<file path="src/rtl/gray_decode_scheduler_pkg.sv">
// Shared definitions for the Gray decode scheduler: FSM encodings and width helper.
package gray_sched_pkg;

  localparam logic [1:0] ST_IDLE = 2'd0;
  localparam logic [1:0] ST_CONV = 2'd1;
  localparam logic [1:0] ST_DONE = 2'd2;

  function automatic int id_width(input int n);
    return (n < 2) ? 1 : $clog2(n);
  endfunction

endpackage

</file>
<file path="src/rtl/gray_decode_scheduler_if.sv">
// Requester/consumer bundle of the Gray decode scheduler; slave is the scheduler side.
interface gray_decode_scheduler_if
  import gray_sched_pkg::*;
#(
  parameter int N_REQ = 4,
  parameter int WIDTH = 4,
  parameter int ID_W  = id_width(N_REQ)
);

  logic [N_REQ-1:0]       req;
  logic [N_REQ*WIDTH-1:0] gray_in;
  logic [N_REQ-1:0]       ack;
  logic [WIDTH-1:0]       bin_out;
  logic                   bin_valid;
  logic [ID_W-1:0]        bin_id;
  logic                   out_ready;
  logic                   busy;

  modport slave (
    input  req, gray_in, out_ready,
    output ack, bin_out, bin_valid, bin_id, busy
  );

  modport master (
    output req, gray_in, out_ready,
    input  ack, bin_out, bin_valid, bin_id, busy
  );

endinterface

</file>
<file path="src/rtl/gray_decode_scheduler_arbiter.sv">
// Combinational round-robin pick: first set req after index 'last', wrapping to 0.
module gray_rr_arbiter
  import gray_sched_pkg::*;
#(
  parameter  int N_REQ = 4,
  localparam int ID_W  = id_width(N_REQ)
) (
  input  logic [N_REQ-1:0] req,
  input  logic [ID_W-1:0]  last,
  output logic [N_REQ-1:0] grant,
  output logic [ID_W-1:0]  gnt_idx,
  output logic             any_req
);

  int              cand;
  logic [ID_W-1:0] sel;

  always_comb begin
    grant   = '0;
    gnt_idx = '0;
    any_req = 1'b0;
    cand    = 0;
    sel     = '0;
    for (int k = 1; k <= N_REQ; k++) begin
      cand = (int'(last) + k) % N_REQ;
      sel  = ID_W'(cand);
      if (!any_req && req[sel]) begin
        any_req     = 1'b1;
        grant[sel]  = 1'b1;
        gnt_idx     = sel;
      end
    end
  end

endmodule

</file>
<file path="src/rtl/gray_decode_scheduler.sv">
// One bit-serial Gray-to-binary engine shared round-robin among N_REQ requesters.
// Decodes MSB-first, one bit per cycle; result held on valid/ready until accepted.
module gray_decode_scheduler
  import gray_sched_pkg::*;
#(
  parameter int N_REQ = 4,
  parameter int WIDTH = 4
) (
  input logic                    clk,
  input logic                    rst_n,
  gray_decode_scheduler_if.slave bus
);

  localparam int ID_W  = id_width(N_REQ);
  localparam int CNT_W = id_width(WIDTH);

  logic [1:0]       state_q, state_d;
  logic [WIDTH-1:0] gray_q, gray_d;
  logic [WIDTH-1:0] bin_q, bin_d;
  logic [WIDTH-1:0] bin_out_q, bin_out_d;
  logic [ID_W-1:0]  id_q, id_d;
  logic [ID_W-1:0]  bin_id_q, bin_id_d;
  logic [ID_W-1:0]  last_q, last_d;
  logic [CNT_W-1:0] cnt_q, cnt_d;
  logic             prev_q, prev_d;
  logic             bin_valid_q, bin_valid_d;
  logic [N_REQ-1:0] ack_q, ack_d;

  logic [N_REQ-1:0] gnt_oh;
  logic [ID_W-1:0]  gnt_idx;
  logic             any_req;
  logic [WIDTH-1:0] gray_sel;
  logic             bit_v;

  gray_rr_arbiter #(.N_REQ(N_REQ)) u_arb (
    .req     (bus.req),
    .last    (last_q),
    .grant   (gnt_oh),
    .gnt_idx (gnt_idx),
    .any_req (any_req)
  );

  always_comb begin
    gray_sel = '0;
    for (int i = 0; i < N_REQ; i++) begin
      if (gnt_oh[i]) gray_sel = bus.gray_in[i*WIDTH +: WIDTH];
    end
  end

  always_comb begin
    state_d     = state_q;
    gray_d      = gray_q;
    bin_d       = bin_q;
    bin_out_d   = bin_out_q;
    id_d        = id_q;
    bin_id_d    = bin_id_q;
    last_d      = last_q;
    cnt_d       = cnt_q;
    prev_d      = prev_q;
    bin_valid_d = bin_valid_q;
    ack_d       = '0;
    bit_v       = 1'b0;
    case (state_q)
      ST_IDLE: begin
        if (any_req) begin
          gray_d  = gray_sel;
          id_d    = gnt_idx;
          last_d  = gnt_idx;
          ack_d   = gnt_oh;
          cnt_d   = CNT_W'(WIDTH - 1);
          prev_d  = 1'b0;
          state_d = ST_CONV;
        end
      end
      ST_CONV: begin
        bit_v        = prev_q ^ gray_q[cnt_q];
        bin_d[cnt_q] = bit_v;
        prev_d       = bit_v;
        // Exit is tested before decrementing so cnt never wraps.
        if (cnt_q == '0) begin
          bin_out_d   = bin_d;
          bin_id_d    = id_q;
          bin_valid_d = 1'b1;
          state_d     = ST_DONE;
        end else begin
          cnt_d = cnt_q - 1'b1;
        end
      end
      ST_DONE: begin
        if (bus.out_ready) begin
          bin_valid_d = 1'b0;
          state_d     = ST_IDLE;
        end
      end
      default: state_d = ST_IDLE;
    endcase
  end

  always_ff @(posedge clk or negedge rst_n) begin
    if (!rst_n) begin
      state_q     <= ST_IDLE;
      gray_q      <= '0;
      bin_q       <= '0;
      bin_out_q   <= '0;
      id_q        <= '0;
      bin_id_q    <= '0;
      last_q      <= ID_W'(N_REQ - 1);
      cnt_q       <= '0;
      prev_q      <= 1'b0;
      bin_valid_q <= 1'b0;
      ack_q       <= '0;
    end else begin
      state_q     <= state_d;
      gray_q      <= gray_d;
      bin_q       <= bin_d;
      bin_out_q   <= bin_out_d;
      id_q        <= id_d;
      bin_id_q    <= bin_id_d;
      last_q      <= last_d;
      cnt_q       <= cnt_d;
      prev_q      <= prev_d;
      bin_valid_q <= bin_valid_d;
      ack_q       <= ack_d;
    end
  end

  assign bus.ack       = ack_q;
  assign bus.bin_out   = bin_out_q;
  assign bus.bin_valid = bin_valid_q;
  assign bus.bin_id    = bin_id_q;
  assign bus.busy      = (state_q != ST_IDLE);

endmodule

</file>
<file path="src/flat_wrapper.sv">
// flat-port wrapper written by rule: the top's interface ports become plain ports
module gray_decode_scheduler_flat import gray_sched_pkg::*;
#(
  parameter int N_REQ = 4,
  parameter int WIDTH = 4
)
  (clk, rst_n, bus_req, bus_gray_in, bus_out_ready, bus_ack, bus_bin_out, bus_bin_valid, bus_bin_id, bus_busy);
  gray_decode_scheduler_if #(.N_REQ(N_REQ), .WIDTH(WIDTH)) bus_i ();
  input logic clk;
  input logic rst_n;
  input wire logic [$bits(bus_i.req)-1:0] bus_req;
  input wire logic [$bits(bus_i.gray_in)-1:0] bus_gray_in;
  input wire logic [$bits(bus_i.out_ready)-1:0] bus_out_ready;
  output wire logic [$bits(bus_i.ack)-1:0] bus_ack;
  output wire logic [$bits(bus_i.bin_out)-1:0] bus_bin_out;
  output wire logic [$bits(bus_i.bin_valid)-1:0] bus_bin_valid;
  output wire logic [$bits(bus_i.bin_id)-1:0] bus_bin_id;
  output wire logic [$bits(bus_i.busy)-1:0] bus_busy;
  assign bus_i.req = bus_req;
  assign bus_i.gray_in = bus_gray_in;
  assign bus_i.out_ready = bus_out_ready;
  assign bus_ack = bus_i.ack;
  assign bus_bin_out = bus_i.bin_out;
  assign bus_bin_valid = bus_i.bin_valid;
  assign bus_bin_id = bus_i.bin_id;
  assign bus_busy = bus_i.busy;
  gray_decode_scheduler #(.N_REQ(N_REQ), .WIDTH(WIDTH)) u_core (.clk(clk), .rst_n(rst_n), .bus(bus_i));
endmodule
</file>
<file path="config.mk">
export PLATFORM = sky130hd
export DESIGN_NAME = gray_decode_scheduler_flat
export DESIGN_NICKNAME = d
export VERILOG_FILES = /design/src/rtl/gray_decode_scheduler_pkg.sv /design/src/rtl/gray_decode_scheduler_if.sv /design/src/rtl/gray_decode_scheduler_arbiter.sv /design/src/rtl/gray_decode_scheduler.sv /design/src/flat_wrapper.sv
export SDC_FILE = /design/constraint.sdc
export NUM_CORES = 1
export LEC_CHECK = 0
export CORE_AREA = 8 8 79 81
export DETAILED_ROUTE_END_ITERATION = 8
export DIE_AREA = 0 0 87 89
export HOLD_SLACK_MARGIN = 0.02
export PLACE_DENSITY_LB_ADDON = 0.3
export SYNTH_ARGS = -nofsm -noshare
export SYNTH_HDL_FRONTEND = slang
export SYNTH_SLANG_ARGS = --single-unit
</file>
<file path="constraint.sdc">
create_clock -name clk -period 5.26 [get_ports clk]
set_clock_uncertainty 0.15 [all_clocks]
set_input_delay 1.052 -clock clk [delete_from_list [all_inputs] [get_ports clk]]
set_output_delay 1.052 -clock clk [all_outputs]
set_load 0.02 [all_outputs]
</file>
Yosys cells after proc, flatten, opt, wreduce, memory -nomap -nowiden
Cells that the tools add are included.
{"block": "word_totals", "reg_bits": 28, "latch_bits": 0, "ram_bits": 0, "mem_bits_ro": 0, "input_bits": 23, "out_inout_bits": 12, "wordCells": 109, "mem_count": 0}
{"block": "classes", "n_addsub": 5, "mul": 0, "n_div": 0, "order_cmp": 10, "n_eq_ne": 6, "n_shift": 0, "n_mux": 51, "bitwise_logic": 4, "reduce_logical": 22}
{"op": "$mux W4", "count": 10}
{"op": "$mux W2", "count": 9}
{"op": "$mux W1", "count": 17}
{"op": "$lt A2 B3 Y1 const B", "count": 5}
{"op": "$or A4 B4 Y4", "count": 3}
{"op": "$bmux W1 S2", "count": 5}
{"op": "$demux W1 S2", "count": 5}
{"op": "$ge A2 B1 Y1 const B", "count": 5}
{"op": "$reduce_and A3 Y1", "count": 3}
{"op": "$logic_and A1 B1 Y1", "count": 8}
{"op": "$pmux W2 S3", "count": 1}
{"op": "$reduce_and A2 Y1", "count": 3}
{"op": "$reduce_bool A2 Y1", "count": 3}
{"op": "$add A2 B1 Y2 const B", "count": 2}
{"op": "$add A2 B2 Y2 const B", "count": 2}
{"op": "$bwmux W4", "count": 1}
{"op": "$logic_not A2 Y1", "count": 2}
{"op": "$ne A2 B1 Y1 const B", "count": 2}
{"op": "$ne A2 B2 Y1 const B", "count": 2}
{"op": "$pmux W1 S2", "count": 2}
{"op": "$pmux W2 S2", "count": 1}
{"op": "$logic_not A1 Y1", "count": 3}
{"op": "$eq A2 B1 Y1 const B", "count": 1}
{"op": "$eq A2 B2 Y1 const B", "count": 1}
{"op": "2 further kinds", "count": 2}

Depth between registers and ports, before layout
Gate-level depths: netlist of the first run.
{"block": "depth", "ltp_word": 17, "ltp_mapped": 10, "depth_no_buf": 8}

Cells and area by module
Synthesis of the first run repeated with hierarchy kept, for this count alone.
{"block": "hier_totals", "cells_unflattened": 195, "area_unflattened_um2": 1924.3}
{"mod": "gray_decode_scheduler", "n_inst": 1, "cells_each": 127, "area_per_inst_um2": 1398.8, "seq_area_each_um2": 703.2}
{"mod": "gray_rr_arbiter", "n_inst": 1, "cells_each": 68, "area_per_inst_um2": 525.5, "seq_area_each_um2": 0.0}

Worst setup path before layout of the first run
No wires, ideal clock.
{"block": "synth_path", "kind": "flip-flop to flip-flop", "start": "reg u_core.last_q[1]", "end": "reg u_core.gray_q[0]", "setup_ns": 0.125, "arrival_time_ns": 2.744, "t_required_ns": 4.985, "setup_slack_ns": 2.242, "path_stages_with_launch": 10, "n_path_buf": 2, "period_less_slack_ns": 3.018, "path_cell_list": "dfstp_2 > clkbuf_1 > inv_1 > ha_1 > clkbuf_1 > mux4_2 > a22o_1 > a221o_1 > a311oi_1 > o21ai_1"}
{"block": "synth_between", "elab_chain_cells": 17, "elab_cells_between_ends": 54, "classes_between": "add/sub: 4; order compare: 8; mux: 28; bitwise: 3; reduce/logical: 11"}
{"element": "start, declared", "line_no": "gray_decode_scheduler.sv:23", "text": "logic [ID_W-1:0] last_q, last_d;"}
{"element": "start signal, assigned", "line_no": "gray_decode_scheduler.sv:107", "text": "last_q <= ID_W'(N_REQ - 1);"}
{"element": "start signal, assigned", "line_no": "gray_decode_scheduler.sv:119", "text": "last_q <= last_d;"}
{"element": "branches (longest 17 deep; another with $lt A2 B3 Y1)"}
{"element": "end signal, assigned", "line_no": "gray_decode_scheduler.sv:114", "text": "gray_q <= gray_d;"}
{"element": "end, declared", "line_no": "gray_decode_scheduler.sv:18", "text": "logic [WIDTH-1:0] gray_q, gray_d;"}
Several ways; the timed one is not identified. The select of a mux whose other input is x is not followed.
A chain may end at the register's enable or synchronous reset.

Final worst setup path of the first run
{"block": "layout_path", "start": "in bus_req[0]", "end": "reg u_core.gray_q[1]"}
{"block": "layout_between", "elab_chain_cells": 16, "elab_cells_between_ends": 30, "classes_between": "mux: 20; bitwise: 3; reduce/logical: 7"}
{"element": "start, declared", "line_no": "flat_wrapper.sv:11", "text": "input wire logic [$bits(bus_i.req)-1:0] bus_req;"}
{"element": "$bmux W1 S2", "line_no": "gray_decode_scheduler_arbiter.sv:27", "text": "if (!any_req && req[sel]) begin"}
{"element": "$mux W1 (not written as such)", "line_no": "gray_decode_scheduler_arbiter.sv:27"}
{"element": "$mux W1", "line_no": "gray_decode_scheduler_arbiter.sv:27"}
{"element": "$logic_not A1 Y1", "line_no": "gray_decode_scheduler_arbiter.sv:27"}
{"element": "$logic_and A1 B1 Y1", "line_no": "gray_decode_scheduler_arbiter.sv:27"}
{"element": "$mux W1", "line_no": "gray_decode_scheduler_arbiter.sv:27"}
{"element": "$logic_not A1 Y1", "line_no": "gray_decode_scheduler_arbiter.sv:27"}
{"element": "$logic_and A1 B1 Y1", "line_no": "gray_decode_scheduler_arbiter.sv:27"}
{"element": "$mux W1", "line_no": "gray_decode_scheduler_arbiter.sv:27"}
{"element": "$logic_not A1 Y1", "line_no": "gray_decode_scheduler_arbiter.sv:27"}
{"element": "$logic_and A1 B1 Y1", "line_no": "gray_decode_scheduler_arbiter.sv:27"}
{"element": "$mux W4", "line_no": "gray_decode_scheduler_arbiter.sv:27"}
{"element": "$mux W4 (4 in series)", "line_no": "gray_decode_scheduler.sv:46", "text": "if (gnt_oh[i]) gray_sel = bus.gray_in[i*WIDTH +: WIDTH];"}
Parallel ways exist; a longest one is shown, timed or not. The select of a mux whose other input is x is not followed.

==> results.sh, run 1 <==
export IMPL_status="complete, no violations"
export IMPL_finalSetupViolCount=0
export IMPL_grt_pass1_wl_mm=6.63
export IMPL_cts_tree="built"
export IMPL_dr_total_vias=1466
export IMPL_ys_flop_type="dfrtp_1"
export IMPL_place_ws_ns=1.68
export IMPL_setup_tns_final_ns=0
export IMPL_routed_via_density=5.22
export IMPL_netlist_area_sq_um=1780
export IMPL_finalMaxSlewViolations=0
export IMPL_endpoint_kind="flip-flop"
export IMPL_async_flop_share_pct=100
export IMPL_route_detailed_drc=0
export IMPL_rsz0062_at_grt="no"
export IMPL_syn_avg_cell_area_sq_um=9.84
export IMPL_cts_repair_resize_count=0
export IMPL_pwr_share_seq_pct=30.1
export IMPL_hpwl_mm=3.00
export IMPL_fin_nets=247
export IMPL_power_density_nw_per_um2=591
export IMPL_ant_nets=0
export IMPL_clkPwrFrac_pct=8.7
export IMPL_routed_wl_mm=3.92
export IMPL_critical_path_startpoint_type="input pin"
export IMPL_holdBufCountCts=0
export IMPL_tightestPinTransition_ns=0.636
export IMPL_hold_violations=0
export IMPL_htreeDepth=1
export IMPL_routabilityCongestion=0.808
export IMPL_synth_area_leaders="dfrtp_1 (35%), ha_1 (8.4%), mux4_2 (3.8%)"
export IMPL_fmax_mhz=302
export IMPL_area_delta_synth_final_pct=24.2
export IMPL_leakagePower_nw=0.896
export IMPL_synth_top_area_share_pct=35.1
export IMPL_drive_above_1_share_pct=8.53
export IMPL_hold_path_class="flip-flop to flip-flop"
export IMPL_ctsLongestPathBuffers=2
export IMPL_setup_slack_ns=1.95
export IMPL_arrival_ns=3.31
export IMPL_clk_latency_ns=0.27
export IMPL_cap_viol_max_count=0
export IMPL_layout_commonest_cell="clkdlybuf4s50_1"
export IMPL_grt_usage_pct=10.5
export IMPL_die_height_microns=89
export IMPL_synth_warnings=0
export IMPL_port_buffers=34
export IMPL_rows=26
export IMPL_synth_seq_cells=27
export IMPL_cp_data_required_time_ns=5.26
export IMPL_overflow=0
export IMPL_min_period_ns=3.31
export IMPL_switchingPower_mw=0.578
export IMPL_clock_sinks=27
export IMPL_dr_pass1_iters=4
export IMPL_die_w_microns=87
export IMPL_first_iter_violations=54
export IMPL_syn_num_nets=216
export IMPL_slew_headroom_pct=57.5
export IMPL_postSynthCellCount=181
export IMPL_post_route_period_util_pct=62.9
export IMPL_first_global_vias=1449
export IMPL_synth_cell_type_count=48
export IMPL_synth_edf_count=0
export IMPL_timing_worst_setup_path_type="input pin to flip-flop"
export IMPL_grt_max_degree=28
export IMPL_combPwrFrac_pct=61.2
export IMPL_antenna_found_initial=0
export IMPL_switching_share_pct=44.2
export IMPL_ios=35
export IMPL_most_common_layout_cells="clkdlybuf4s50_1 (34), dfrtp_1 (25), nand2_1 (15)"
export IMPL_cp_max_fo=11
export IMPL_yosysSeqAreaShare_pct=38.1
export IMPL_cts_buffers=3
export IMPL_path_clk_slew_ns=0.09
export IMPL_p_int_mw=0.730
export IMPL_n_antenna_cell=0
export IMPL_yosys_area_top_type="dfrtp_1"
export IMPL_cts_setup_buffers=0
export IMPL_cts_root_buffer="clkbuf_8"
export IMPL_routedWlPerCell_microns=13.9
export IMPL_ir_drop_mv=0.340
export IMPL_fp_coreArea_sq_um=4980
export IMPL_start_util_pct=35.8
export IMPL_die_area_sq_um=7740
through the flow:
stage | hold slack (ns) | instances | util, % | power (mW) | area (sq um)
final | 0.331 | 281 | 44.4 | 1.31 | 2210
after CTS | 0.343 | 281 | 44.4 | 1.32 | 2210
after detailed placement | 0.322 | 277 | 43.5 | 1.20 | 2170
after floorplan | 0.294 | 181 | - | 0.994 | 1780
after global routing | 0.373 | 281 | 44.4 | 1.44 | 2210
after global placement | 0.311 | 277 | 43.5 | 1.19 | 2170
sequential cells by signal, summed over array words and instances, names as in the netlist, 2 cells and up:
name,cells
u_core.id_q,2
u_core.last_q,2
u_core.gray_q,4
u_core.bus.bin_id,2
u_core.state_q,2
u_core.bus.ack,4
u_core.bus.bin_out,4
u_core.bin_q,3
u_core.cnt_q,2
Yosys cell counts (2+ instances only):
cell / count
o21ai_1: 5
a31oi_1: 9
nor2b_1: 3
ha_1: 12
nor2_1: 10
a2bb2oi_1: 4
inv_1: 12
o21a_1: 3
mux2_2: 3
o21ai_0: 12
mux4_2: 3
a22o_1: 4
o211ai_1: 4
a21o_1: 2
a221oi_1: 2
dfstp_2: 2
and2_1: 3
a22oi_1: 3
buf_6: 2
a311oi_1: 4
a221o_1: 2
clkbuf_1: 6
a21oi_1: 8
nand2_1: 15
dfrtp_1: 25
cell families (layout without fill, tap and decap cells):
kind of cell / Yosys count / count (layout) / share of synthesized area, %
DFF: 27 / 27 / 38.1
and+or+nand+nor: 41 / 41 / 11.7
AOI/OAI and AO/OA: 73 / 73 / 30.3
xor gates and xnor gates: 1 / 1 / 0.492
muxes: 6 / 6 / 5.69
buffers and inverters: 21 / 51 / 5.34
adders and majority gates: 12 / 12 / 8.43
critical path, stage by stage:
cell and delay [ns]:
clkdlybuf4s50_1 0.65, and3b_1 0.21, o21ai_0 0.34, nand2_2 0.18
a221o_1 0.44, a311oi_1 0.32, o21ai_1 0.10
power by group through the flow:
| stage | clock [mW] | combinational [mW] | sequential [mW] |
|---|---|---|---|
| final | 0.114 | 0.801 | 0.393 |
| after global routing | 0.127 | 0.898 | 0.413 |
| after CTS | 0.120 | 0.804 | 0.395 |
| after detailed placement | 0 | 0.804 | 0.399 |
| after global placement | 0 | 0.798 | 0.397 |
| after floorplan | 0 | 0.586 | 0.408 |
layer usage:
metal	vias up	wire, microns	global-route usage (%)
met4	0	53	3.60
met3	7	315	3.31
li1	735	-	-
met2	45	1850	17.8
met5	-	0	0
met1	679	1700	12.2
cell type report:
class,instances,area (sq um)
flip-flops and latches,27,678
well taps,70,87.6
clock buffers,4,45.0
inverters,12,45.0
repair buffers,35,348
fillers,483,2770
multi-input cells,133,1010
worst paths after layout:
| check | from | to | slack, ns | cells after the start |
|---|---|---|---|---|
| worst max-delay path | bus_req[0] | u_core.gray_q[1] | 1.95 | 7 |
| worst min-delay path | u_core.bus.bin_out[2] | u_core.bus.bin_out[2] | 0.33 | 2 |
| worst max register to register | u_core.last_q[0] | u_core.gray_q[1] | 2.11 | 7 |
| worst min register to register | u_core.bus.bin_out[2] | u_core.bus.bin_out[2] | 0.33 | 2 |
| max in group asynchronous | rst_n | u_core.last_q[1] | 3.66 | 2 |
| min in group asynchronous | rst_n | u_core.bus.bin_out[0] | 1.00 | 2 |
No activity file was read; power rests on OpenSTA's default activity.
==> run 2: changes to the inputs <==
- clock period: 5.26 -> 2.7 ns (I/O delays scaled with it)
==> results.sh, run 2 (same netlist as run 1, synthesis figures left out) <==
export IMPL_tightestPinTransition_ns=0.582
export IMPL_slowest_stage="dfstp_2"
export IMPL_cp_max_fo=6
export IMPL_routedWlPerCell_microns=14.0
export IMPL_path_clk_slew_ns=0.10
export IMPL_fin_area_sq_um=2500
export IMPL_dr_pass1_iters=6
export IMPL_layout_commonest_cell="clkdlybuf4s50_1"
export IMPL_ir_drop_mv=0.662
export IMPL_ctsLongestPathBuffers=2
export IMPL_hold_depth=2
export IMPL_first_global_vias=1609
export IMPL_routed_via_density=5.13
export IMPL_post_route_period_util_pct=98.4
export IMPL_slew_headroom_pct=60.9
export IMPL_finalSetupViolCount=0
export IMPL_post_place_cells=302
export IMPL_route_detailed_drc=0
export IMPL_place_area_sq_um=2370
export IMPL_die_height_microns=89
export IMPL_dr_total_vias=1594
export IMPL_routabilityCongestion=0.868
export IMPL_power_density_nw_per_um2=1190
export IMPL_hold_path_class="flip-flop to flip-flop"
export IMPL_endpoint_kind="flip-flop"
export IMPL_fp_coreArea_sq_um=4980
export IMPL_clk_latency_ns=0.27
export IMPL_cts_buffers=3
export IMPL_arrival_ns=2.67
export IMPL_htreeDepth=1
export IMPL_antenna_found_initial=0
export IMPL_ios=35
export IMPL_most_common_layout_cells="clkdlybuf4s50_1 (34), buf_4 (30), dfrtp_1 (25), nand2_1 (15), o21ai_0 (12)"
export IMPL_post_route_util_pct=50.2
export IMPL_start_util_pct=35.8
export IMPL_die_area_sq_um=7740
export IMPL_grt_usage_pct=11.8
export IMPL_hold_violations=0
export IMPL_drive_above_1_share_pct=23.7
export IMPL_status="complete, no violations"
export IMPL_rows=26
export IMPL_cap_viol_max_count=0
export IMPL_cts_tree="built"
export IMPL_leakagePower_nw=1.05
export IMPL_fin_nets=277
export IMPL_die_w_microns=87
export IMPL_fillers=470
export IMPL_ant_nets=0
export IMPL_fmax_mhz=377
export IMPL_cp_data_required_time_ns=2.72
export IMPL_routed_wl_mm=4.37
export IMPL_clock_sinks=27
export IMPL_grt_max_degree=28
export IMPL_reg2reg_depth=7
export IMPL_slowest_delay_ns=0.58
export IMPL_area_delta_synth_final_pct=40.3
export IMPL_crit_chain="inv_2, ha_4, mux4_2, a22o_1, a221o_1, a311oi_1, o21ai_1"
export IMPL_grt_pass1_wl_mm=7.42
export IMPL_final_cells=311
export IMPL_min_period_ns=2.66
export IMPL_critical_path_startpoint_type="flip-flop"
export IMPL_cts_root_buffer="clkbuf_8"
export IMPL_n_antenna_cell=0
export IMPL_overflow=0
export IMPL_port_buffers=34
export IMPL_hpwl_mm=3.36
export IMPL_finalMaxSlewViolations=0
export IMPL_timing_worst_setup_path_type="flip-flop to flip-flop"
export IMPL_first_iter_violations=60
export IMPL_holdBufCountCts=0
-- run 2: cell types whose count changed in the layout (fill, tap and decap cells not counted), sizes merged --
cell / delta
clkbuf: -1
buf: +30
clkinvlp: +1
-- run 2: power by group --
part	total (mW)	internal (mW)	switching, mW
clock network	0.230	0.105	0.126
logic	2.03	1.01	1.02
registers	0.722	0.595	0.127
total	2.99	1.71	1.27
-- run 2: metrics by stage --
step / total power [mW] / hold WS, ns / worst slack, ns / TNS (ns)
2_1_floorplan: 2.00 / 0.0944 / 0.00288 / 0
3_3_place_gp: 2.50 / 0.314 / -0.180 / -1.15
3_5_place_dp: 2.54 / 0.319 / -0.254 / -1.81
4_1_cts: 2.85 / 0.339 / 0.000796 / 0
5_1_grt: 3.23 / 0.361 / -0.00984 / -0.0182
6_report: 2.99 / 0.332 / 0.0443 / 0
-- run 2: final timing paths --
| check | start | to | slack, ns |
|---|---|---|---|
| worst min register to register | u_core.bus.bin_out[3] | u_core.bus.bin_out[3] | 0.33 |
| min in group asynchronous | rst_n | u_core.bus.bin_id[0] | 0.47 |
| worst min-delay path | u_core.bus.bin_out[3] | u_core.bus.bin_out[3] | 0.33 |
| max in group asynchronous | rst_n | u_core.last_q[1] | 1.63 |
| worst max-delay path | u_core.last_q[0] | u_core.gray_q[3] | 0.04 |
| worst max register to register | u_core.last_q[0] | u_core.gray_q[3] | 0.04 |
-- run 2: layout make-up --
class	instances	area, sq um	share of cell area (%)
Clock inverter	1	7.51	0.300
Sequential cell	27	678	27.1
Multi-Input combinational cell	133	1050	42.2
Timing Repair Buffer	65	586	23.4
Tap cell	70	87.6	3.50
Clock buffer	3	41.3	1.65
Inverter	12	45.0	1.80
-- run 2: repair_timing --
item | in CTS | in global routing
setup endpoints to repair | 2 | 6
hold endpoints to repair | 0 | 0
buffers inserted | 1 | 4
resized for setup | 1 | 6
pin swaps | 0 | 1
-- run 2: per-layer routing --
| metal | GRT usage [%] | part of all wire, % |
|---|---|---|
| met5 | 0 | 0 |
| met4 | 3.13 | 0.96 |
| met3 | 3.49 | 5.7 |
| met2 | 20.2 | 47 |
| met1 | 14.2 | 46 |
-- run 2: worst max-delay path, delay by kind of cell, from the launching register on --
family / cells / cell delay (ns)
AO/OA/AOI/OAI: 4 / 1.01
adder cells (fa/ha/maj): 1 / 0.32
buffers and inverters: 1 / 0.09
flip-flops: 1 / 0.58
multiplexers: 1 / 0.39
==> run 3: changes to the inputs <==
- PLACE_DENSITY: unset -> 0.73
- PLACE_DENSITY_LB_ADDON: 0.3 -> unset
- SLEW_MARGIN: unset -> 10
==> results.sh, run 3 (same netlist as run 1, synthesis figures left out) <==
export IMPL_status="complete, no violations"
export IMPL_slowest_delay_ns=0.54
export IMPL_switchingPower_mw=1.23
export IMPL_hpwl_mm=3.44
export IMPL_clkPwrFrac_pct=8.0
export IMPL_ios=35
export IMPL_cts_tree="built"
export IMPL_cts_buffers=3
export IMPL_hold_violations=0
export IMPL_holdBufCountCts=0
export IMPL_grt_pass1_wl_mm=7.40
export IMPL_first_global_vias=1594
export IMPL_switching_share_pct=42.7
export IMPL_fp_coreArea_sq_um=4980
export IMPL_r2r_end="u_core.gray_q[1]"
export IMPL_fin_nets=275
export IMPL_dr_pass1_iters=4
export IMPL_routabilityCongestion=0.860
export IMPL_combPwrFrac_pct=66.9
export IMPL_cts_root_buffer="clkbuf_8"
export IMPL_r2r_setup_slack_ns=0.13
export IMPL_arrival_ns=2.62
export IMPL_hold_slack_ns=0.332
export IMPL_ant_nets=0
export IMPL_rows=26
export IMPL_place_area_sq_um=2370
export IMPL_clock_sinks=27
export IMPL_slowest_stage="mux4_2"
export IMPL_fin_area_sq_um=2490
export IMPL_wl_met1_mm=2.05
export IMPL_tightestPinTransition_ns=0.555
export IMPL_p_int_mw=1.65
export IMPL_port_buffers=34
export IMPL_slew_headroom_pct=62.7
export IMPL_route_detailed_drc=0
export IMPL_rsz0062_at_grt="no"
export IMPL_n_antenna_cell=0
export IMPL_drive_above_1_share_pct=22.2
export IMPL_clk_latency_ns=0.27
export IMPL_finalSetupViolCount=0
export IMPL_pwr_share_seq_pct=25.1
export IMPL_fmax_mhz=383
export IMPL_layout_commonest_cell="clkdlybuf4s50_1"
export IMPL_endpoint_kind="flip-flop"
export IMPL_antenna_found_initial=0
export IMPL_min_period_ns=2.61
export IMPL_ctsLongestPathBuffers=2
export IMPL_critical_path_startpoint_type="input pin"
export IMPL_r2r_start="u_core.last_q[1]"
export IMPL_most_common_layout_cells="clkdlybuf4s50_1 (31), buf_4 (27), dfrtp_1 (25), nand2_1 (15), o21ai_0 (12)"
export IMPL_min_from="u_core.bus.bin_out[3]"
export IMPL_htreeDepth=1
export IMPL_timing_worst_setup_path_type="input pin to flip-flop"
export IMPL_post_route_period_util_pct=96.8
export IMPL_area_delta_synth_final_pct=39.5
export IMPL_die_area_sq_um=7740
export IMPL_crit_chain="clkdlybuf4s50_1, mux4_2, nor2b_4, a22o_1, a221o_1, a311oi_1, o21ai_1"
export IMPL_ir_drop_mv=0.598
export IMPL_overflow=0
export IMPL_hold_path_class="flip-flop to flip-flop"
export IMPL_first_iter_violations=102
export IMPL_die_w_microns=87
export IMPL_highest_layer="met4"
export IMPL_cp_data_required_time_ns=2.70
export IMPL_die_height_microns=89
export IMPL_total_power_mw=2.88
export IMPL_grt_usage_pct=11.7
export IMPL_reg2reg_depth=7
export IMPL_start_util_pct=35.8
export IMPL_leakagePower_nw=1.06
export IMPL_met3_length_microns=194
export IMPL_route_met2_wl_mm=2.03
export IMPL_cp_max_fo=5
export IMPL_routed_via_density=5.09
export IMPL_path_clk_slew_ns=0.10
export IMPL_dr_total_vias=1572
export IMPL_finalMaxSlewViolations=0
export IMPL_hold_depth=2
export IMPL_routedWlPerCell_microns=13.9
export IMPL_power_density_nw_per_um2=1160
export IMPL_holdPathEnd="u_core.bus.bin_out[3]"
export IMPL_cap_viol_max_count=0
export IMPL_grt_max_degree=28
export IMPL_routed_wl_mm=4.30
[run 3: cell count changes in the layout (fill, tap and decap cells not counted), sizes merged]
| cell | change |
|---|---|
| dlymetal6s2s | +3 |
| buf | -2 |
| clkdlybuf4s50 | -3 |
[run 3: power groups by stage]
stage,Combinational [mW],Sequential [mW],Clock [mW]
floorplan,1.20,0.795,0
global placement,1.78,0.734,0
detailed placement,1.81,0.744,0
CTS,1.82,0.735,0.235
global route,2.11,0.747,0.254
finish,1.93,0.722,0.229
[run 3: area by class of cell]
type	instances	area (sq um)
Tap cell	70	87.6
Sequential cell	27	678
Inverter	12	45.0
Clock buffer	3	41.3
Timing Repair Buffer	63	582
Multi-Input combinational cell	133	1040
Fill cell	475	2490
Clock inverter	1	7.51
[run 3: worst max path at each step]
stage / start / endpoint / slack [ns] / cells past startpoint
2_1_floorplan: u_core.last_q[0] / u_core.gray_q[0] / 0.003 / 9
3_3_place_gp: bus_req[3] / u_core.gray_q[1] / -0.20 / 7
3_5_place_dp: bus_req[3] / u_core.gray_q[0] / -0.26 / 7
4_1_cts: bus_req[3] / u_core.gray_q[0] / 0.03 / 7
5_1_grt: bus_req[0] / u_core.gray_q[1] / 0.005 / 10
6_report: bus_req[0] / u_core.gray_q[1] / 0.09 / 7
[run 3: worst max-delay path, delay by kind of cell]
| family | cells | cell delay (ns) |
|---|---|---|
| AO/OA/AOI/OAI | 4 | 0.88 |
| multiplexers | 1 | 0.54 |
| buffers and inverters | 1 | 0.48 |
| AND/OR/NAND/NOR | 1 | 0.17 |
[run 3: per-layer routing]
| metal | track usage [%] | up-vias |
|---|---|---|
| met3 | 2.76 | 4 |
| met1 | 14.3 | 741 |
| met5 | 0 | - |
| li1 | - | 798 |
| met2 | 19.9 | 29 |
| met4 | 3.29 | 0 |
[run 3: through the flow]
stage / TNS, ns / setup WS (ns) / util (%) / cells
after floorplan: 0 / 0.00288 / - / 181
after global placement: -1.34 / -0.201 / 47.7 / 303
after detailed placement: -1.84 / -0.260 / 47.7 / 303
after CTS: 0 / 0.0306 / 48.7 / 307
after global routing: 0 / 0.00546 / 49.9 / 309
final: 0 / 0.0857 / 49.9 / 309
[run 3: repair_timing]
action                     4_1_cts  5_1_grt
setup endpoints to repair        0        5
gates resized for setup          0        8
buffers inserted                 0        2
